===== config.mk =====
export PLATFORM = sky130hd
export DESIGN_NAME = fnd_capture
export DESIGN_NICKNAME = d
export VERILOG_FILES = /design/src/rtl/fnd_pkg.sv /design/src/rtl/fnd_capture_seg_to_bcd.sv /design/src/rtl/fnd_capture.sv
export SDC_FILE = /design/constraint.sdc
export NUM_CORES = 1
export LEC_CHECK = 0
export ABC_AREA = 1
export BUFFER_PORTS_ARGS = -buffer_cell sky130_fd_sc_hd__buf_2
export CORE_ASPECT_RATIO = 1.2
export CORE_MARGIN = 2
export CORE_UTILIZATION = 40
export DETAILED_ROUTE_END_ITERATION = 10
export GPL_TIMING_DRIVEN = 1
export SKIP_CTS_REPAIR_TIMING = 1
export SYNTH_ARGS = -nofsm -noshare
export SYNTH_HDL_FRONTEND = slang
export SYNTH_HIERARCHICAL = 1
export SYNTH_SLANG_ARGS = --single-unit
export TNS_END_PERCENT = 50

===== constraint.sdc =====
create_clock -name clk -period 5.2 [get_ports clk]
set_input_delay 1.56 -clock clk [delete_from_list [all_inputs] [get_ports clk]]
set_output_delay 1.56 -clock clk [all_outputs]
set_load 0.01 [all_outputs]

===== src/rtl/fnd_pkg.sv =====
// Shared constants and types for the FND bus capture monitor.
package fnd_pkg;

  localparam logic [7:0] SEG_0     = 8'hC0;
  localparam logic [7:0] SEG_1     = 8'hF9;
  localparam logic [7:0] SEG_2     = 8'hA4;
  localparam logic [7:0] SEG_3     = 8'hB0;
  localparam logic [7:0] SEG_4     = 8'h99;
  localparam logic [7:0] SEG_5     = 8'h92;
  localparam logic [7:0] SEG_6     = 8'h82;
  localparam logic [7:0] SEG_7     = 8'hF8;
  localparam logic [7:0] SEG_8     = 8'h80;
  localparam logic [7:0] SEG_9     = 8'h90;
  localparam logic [7:0] SEG_BLANK = 8'hFF;

  localparam logic [1:0] POS_ONES      = 2'd0;
  localparam logic [1:0] POS_TENS      = 2'd1;
  localparam logic [1:0] POS_HUNDREDS  = 2'd2;
  localparam logic [1:0] POS_THOUSANDS = 2'd3;

  typedef enum logic [1:0] {
    ST_IDLE,
    ST_CONV,
    ST_DONE
  } state_e;

  // Position index of an active-low one-hot digit select; only meaningful
  // when the caller has already checked the select is one-hot-low.
  function automatic logic [1:0] com_pos(input logic [3:0] com);
    logic [1:0] pos;
    pos = POS_ONES;
    case (com)
      4'b1101: pos = POS_TENS;
      4'b1011: pos = POS_HUNDREDS;
      4'b0111: pos = POS_THOUSANDS;
      default: pos = POS_ONES;
    endcase
    return pos;
  endfunction

endpackage


===== src/rtl/fnd_capture_seg_to_bcd.sv =====
// Segment pattern to BCD decoder. With FND_CAP_DP_EN defined the decimal
// point is excluded from the pattern; otherwise bit7 must be unlit.
module seg_to_bcd
  import fnd_pkg::*;
(
`ifdef FND_CAP_DP_EN
  input  logic [6:0] seg,
`else
  input  logic [7:0] seg,
`endif
  output logic [3:0] digit,
  output logic       blank,
  output logic       err
);

  logic [7:0] pattern;

  always_comb begin
`ifdef FND_CAP_DP_EN
    pattern = {1'b1, seg};
`else
    pattern = seg;
`endif
    digit = 4'd0;
    blank = 1'b0;
    err   = 1'b0;
    case (pattern)
      SEG_0:     digit = 4'd0;
      SEG_1:     digit = 4'd1;
      SEG_2:     digit = 4'd2;
      SEG_3:     digit = 4'd3;
      SEG_4:     digit = 4'd4;
      SEG_5:     digit = 4'd5;
      SEG_6:     digit = 4'd6;
      SEG_7:     digit = 4'd7;
      SEG_8:     digit = 4'd8;
      SEG_9:     digit = 4'd9;
      SEG_BLANK: blank = 1'b1;
      default:   err   = 1'b1;
    endcase
  end

endmodule


===== src/rtl/fnd_capture.sv =====
// Receive-side FND bus monitor: debounces scan slots, decodes digits and
// converts a full frame to binary. Optional dp capture via FND_CAP_DP_EN.
module fnd_capture
  import fnd_pkg::*;
#(
  parameter int SETTLE_CYCLES = 16
) (
  input  logic        clk,
  input  logic        rst,
  input  logic [3:0]  fnd_com,
  input  logic [7:0]  fnd_data,
  output logic [13:0] value,
  output logic        value_valid,
  output logic        frame_err,
  output logic [3:0]  blank_mask,
  output logic [3:0]  dp
);

  localparam logic [9:0] CNT_MAX = 10'(SETTLE_CYCLES - 1);

  logic [11:0]      sample_q, sample_d, prev_q, prev_d;
  logic [9:0]       cnt_q, cnt_d;
  logic [3:0][3:0]  digit_q, digit_d, conv_digit_q, conv_digit_d;
  logic [3:0]       blank_q, blank_d, err_q, err_d, dp_q, dp_d;
  logic [3:0]       conv_blank_q, conv_blank_d, conv_err_q, conv_err_d;
  logic [3:0]       conv_dp_q, conv_dp_d;
  logic [3:0]       captured_q, captured_d, captured_next;
  logic [13:0]      acc_q, acc_d, value_q, value_d;
  logic [1:0]       step_q, step_d, conv_sel, cap_pos;
  logic             value_valid_q, value_valid_d, frame_err_q, frame_err_d;
  logic [3:0]       blank_mask_q, blank_mask_d, dp_out_q, dp_out_d;
  state_e           state_q, state_d;

  logic [3:0]       dec_digit;
  logic             dec_blank, dec_err, cap_dp;
  logic             capture, frame_done, conv_en, load_out;

  seg_to_bcd u_dec (
`ifdef FND_CAP_DP_EN
    .seg   (sample_q[6:0]),
`else
    .seg   (sample_q[7:0]),
`endif
    .digit (dec_digit),
    .blank (dec_blank),
    .err   (dec_err)
  );

`ifdef FND_CAP_DP_EN
  assign cap_dp = ~sample_q[7];
`else
  assign cap_dp = 1'b0;
`endif

  // Stability is judged between the two registered samples, so a capture
  // lands SETTLE_CYCLES edges after a pattern is first registered.
  always_comb begin
    sample_d = {fnd_com, fnd_data};
    prev_d   = sample_q;
    if (sample_q != prev_q)
      cnt_d = 10'd0;
    else if (cnt_q != CNT_MAX)
      cnt_d = cnt_q + 10'd1;
    else
      cnt_d = cnt_q;
    capture = (cnt_d == CNT_MAX) && (cnt_q != CNT_MAX) && $onehot(~sample_q[11:8]);
    cap_pos = com_pos(sample_q[11:8]);
  end

  always_comb begin
    digit_d       = digit_q;
    blank_d       = blank_q;
    err_d         = err_q;
    dp_d          = dp_q;
    captured_next = captured_q;
    if (capture) begin
      digit_d[cap_pos]       = dec_digit;
      blank_d[cap_pos]       = dec_blank;
      err_d[cap_pos]         = dec_err;
      dp_d[cap_pos]          = cap_dp;
      captured_next[cap_pos] = 1'b1;
    end
    frame_done   = (captured_next == 4'hF);
    captured_d   = frame_done ? 4'h0 : captured_next;
    conv_digit_d = frame_done ? digit_d : conv_digit_q;
    conv_blank_d = frame_done ? blank_d : conv_blank_q;
    conv_err_d   = frame_done ? err_d   : conv_err_q;
    conv_dp_d    = frame_done ? dp_d    : conv_dp_q;
  end

  always_ff @(posedge clk or posedge rst) begin
    if (rst) state_q <= ST_IDLE;
    else     state_q <= state_d;
  end

  // A completed frame always restarts conversion from a clean accumulator.
  always_comb begin
    state_d = state_q;
    case (state_q)
      ST_IDLE: state_d = ST_IDLE;
      ST_CONV: if (step_q == 2'd3) state_d = ST_DONE;
      ST_DONE: state_d = ST_IDLE;
      default: state_d = ST_IDLE;
    endcase
    if (frame_done) state_d = ST_CONV;
  end

  always_comb begin
    conv_en  = (state_q == ST_CONV);
    load_out = (state_q == ST_DONE);
  end

  // Horner accumulation, most significant digit first.
  always_comb begin
    acc_d    = acc_q;
    step_d   = step_q;
    conv_sel = POS_THOUSANDS - step_q;
    if (frame_done) begin
      acc_d  = 14'd0;
      step_d = 2'd0;
    end else if (conv_en) begin
      acc_d  = (acc_q << 3) + (acc_q << 1) + {10'd0, conv_digit_q[conv_sel]};
      step_d = step_q + 2'd1;
    end
    value_d       = load_out ? acc_q        : value_q;
    blank_mask_d  = load_out ? conv_blank_q : blank_mask_q;
    frame_err_d   = load_out ? |conv_err_q  : frame_err_q;
    dp_out_d      = load_out ? conv_dp_q    : dp_out_q;
    value_valid_d = load_out;
  end

  always_ff @(posedge clk or posedge rst) begin
    if (rst) begin
      sample_q      <= 12'hFFF;
      prev_q        <= 12'hFFF;
      cnt_q         <= 10'd0;
      digit_q       <= '0;
      blank_q       <= 4'h0;
      err_q         <= 4'h0;
      dp_q          <= 4'h0;
      captured_q    <= 4'h0;
      conv_digit_q  <= '0;
      conv_blank_q  <= 4'h0;
      conv_err_q    <= 4'h0;
      conv_dp_q     <= 4'h0;
      acc_q         <= 14'd0;
      step_q        <= 2'd0;
      value_q       <= 14'd0;
      value_valid_q <= 1'b0;
      frame_err_q   <= 1'b0;
      blank_mask_q  <= 4'h0;
      dp_out_q      <= 4'h0;
    end else begin
      sample_q      <= sample_d;
      prev_q        <= prev_d;
      cnt_q         <= cnt_d;
      digit_q       <= digit_d;
      blank_q       <= blank_d;
      err_q         <= err_d;
      dp_q          <= dp_d;
      captured_q    <= captured_d;
      conv_digit_q  <= conv_digit_d;
      conv_blank_q  <= conv_blank_d;
      conv_err_q    <= conv_err_d;
      conv_dp_q     <= conv_dp_d;
      acc_q         <= acc_d;
      step_q        <= step_d;
      value_q       <= value_d;
      value_valid_q <= value_valid_d;
      frame_err_q   <= frame_err_d;
      blank_mask_q  <= blank_mask_d;
      dp_out_q      <= dp_out_d;
    end
  end

  assign value       = value_q;
  assign value_valid = value_valid_q;
  assign frame_err   = frame_err_q;
  assign blank_mask  = blank_mask_q;
  assign dp          = dp_out_q;

endmodule

==> flow_summary.yaml <==
worst_setup_path:
  reg2reg_depth: 15
  critPathCaptureType: "register"
  critPathLaunchType: "register"
  cp.arrival_ns: 3.52
  critPathLaunch: "step_q[0]"
  r2r_setup_slack_ns: 1.99
  critPathKind: "reg2reg"
  cp.required_ns: 5.51
  reg2reg_from: "step_q[0]"
  path_max_fanout: 11
  reg2reg_to: "acc_q[12]"
power_and_ir_drop:
  power.total_uw: 2338
  powerDensity_nw_per_um2: 306.1
  p_leak_uw: 0.004104
  ir_drop_mv: 0.2382
logic_synthesis:
  ys_seq_area_frac: 0.5096
  synth_top_area_share: 0.4160
  synth_edf_count: 0
  ys_warn_count: 6
  synth.distinct_cells: 36
  syn_nets: 830
  ys_seq_elements: 136
  syn_inst: 785
  synth.largest_area_cell: "dfrtp_1"
  async_flop_share: 1.000
  netlist_top_cells_area: "dfrtp_1 (42%), nand2_1 (12%), dfstp_2 (9.4%)"
  synth.cell_area_um2: 6738
  syn_area_per_cell_um2: 8.583
  synth-main-ff-cell: "dfrtp_1"
grt:
  grt_use_total: 0.1639
  grt_max_degree: 87
  antenna_found_initial: 0
  grt_pass1_wl_mm: 23.25
  grt-ovfl-total: 0
  grt_pass1_vias: 4942
final_layout:
  layout_common_cells: "nand2_1 (220), dfrtp_1 (112), inv_1 (85)"
  drive_above_1_share: 0.1673
  fin_nets: 869
  nFillCells: 1685
  diodes: 0
  syn_to_final_growth_pct: 13.39
  final_common_cell: "nand2_1"
sta:
  slew_headroom: 0.3439
  fmax_mhz: 311.7
  fin_ws_ns: 1.992
  finalHoldViolations: 0
  finalClockSkew_ns: 0.01245
  setup_viol_count_final: 0
  tns_ns: 0
  worst_slew_pin_slew_ns: 0.9818
  layout_min_cycle_time_ns: 3.208
  final-max-slew-violation-count: 0
  min_period_over_period: 0.6170
  rsz0062_at_grt: "no"
worst_hold_path:
  min_path_cells: 0
  hold_end: "prev_q[0]"
  hold_path.class: "reg2reg"
  hold_start: "prev_d[0]"
routing:
  dr.pass1.iters: 6
  drc: 0
  ant_nets: 0
  num_vias: 4884
  first_iter_violations: 284
  wl_per_cell_um: 12.56
  wl_mm: 13.22
  viasPerCell: 4.638
die:
  ios: 38
  die_y_um: 146.2
  die_area_um2: 17900
  die_x_um: 122.5
  initial_core_util: 0.4045
  rows: 52
  core_area_um2: 16660
job:
  maxCapViolations: 0
placed_design:
  place.gp.congestion: 0.8312
  dpl_worst_slack_ns: 1.976
  dp_hpwl_mm: 9.011
  portBuffers: 37
clock_network:
  clock_sinks: 136
  clock_latency_ns: 0.43
  clkTransAtPathRegs_ns: 0.06
  cts_tree: "yes"
  root_buffer: "clkbuf_16"
  numCtsBuffers: 17
  clock_path_buffers: 2
  h-tree-depth: 4
outcome:
  status: "completed"
## per-stage QoR
step           std cells    util  instance area [um2]  hold WS (ns)
3_3_place_gp        1021  0.4236                 7056        0.3935
4_1_cts             1053  0.4587                 7640        0.3994
3_5_place_dp        1021  0.4236                 7056        0.3908
2_1_floorplan        785       -                 6738        0.3800
6_report            1053  0.4587                 7640        0.3985
5_1_grt             1053  0.4587                 7640        0.4046
## routing by layer
metal	part of all wire	vias to the layer above	wire, um	GRT usage
li1	-	2542	-	-
met4	0.019	0	245	0.06897
met5	0	-	0	0
met1	0.45	2279	6014	0.2048
met2	0.51	42	6678	0.2736
met3	0.022	21	285	0.03398
## state kept, by name (all words and copies together) (netlist names), 10 cells and up
| signal | cells |
|---|---|
| conv_digit_q | 16 |
| digit_q | 16 |
| acc_q | 14 |
| value | 14 |
| prev_d | 12 |
| prev_q | 12 |
| cnt_q | 10 |
## synthesized netlist by cell type (3+ instances only)
cell type / count
buf_6: 11
nor2_4: 6
nor2_1: 82
dfrtp_1: 112
fa_1: 3
nand2_1: 220
inv_1: 86
a21oi_1: 42
nand4_1: 5
inv_2: 7
xnor2_1: 10
clkbuf_1: 7
o22ai_1: 5
clkinv_1: 7
nor2_2: 10
ha_1: 28
dfstp_2: 24
o21ai_0: 23
nor3_1: 7
nand3_2: 5
nand2_2: 7
o21ai_1: 8
nand3_1: 45
xor2_1: 9
## power by group
group	internal [uW]	switching [uW]
sequential	1080	12.8
clock	729	453
combinational	20.5	46.0
## worst max-delay path by stage
stage	endpoint	cells past startpoint	slack, ns
6_report	acc_q[12]	15	1.99
5_1_grt	acc_q[12]	15	1.68
4_1_cts	acc_q[12]	15	1.96
3_5_place_dp	acc_q[12]	15	1.98
3_3_place_gp	acc_q[12]	15	2.07
2_1_floorplan	acc_q[0]	1	0.04
## cells by family (layout without fill, tap and decap cells)
group,after synthesis,in the layout,share of synthesized area
flops,136,136,0.5096
fa+ha+maj,31,31,0.06091
buf+inv,120,172,0.08022
xor+xnor,19,19,0.02470
simple gates,396,396,0.2600
compound gates,83,83,0.06463
## area by class of cell
cell class | instances | area [um2] | area share
inverters | 100 | 380.4 | 0.04979
flip-flops and latches | 136 | 3433 | 0.4494
clock inverters | 11 | 123.9 | 0.01621
repair buffers | 40 | 207.7 | 0.02719
well taps | 216 | 270.3 | 0.03538
multi-input cells | 529 | 2764 | 0.3618
clock buffers | 21 | 460.4 | 0.06027
## worst max-delay path: stages, from the launching register on
cell,delay (ns)
dfrtp_1,0.52
inv_1,0.20
o21ai_0,0.18
o22ai_1,0.11
fa_1,0.50
fa_1,0.50
a21oi_1,0.25
nor2_1,0.07
o22ai_1,0.19
nor2_1,0.06
o21ai_0,0.21
nand2_1,0.08
nand2_1,0.06
nand2_1,0.04
nand3_1,0.07
nand2_1,0.06
(Power assumes the default switching activity.)
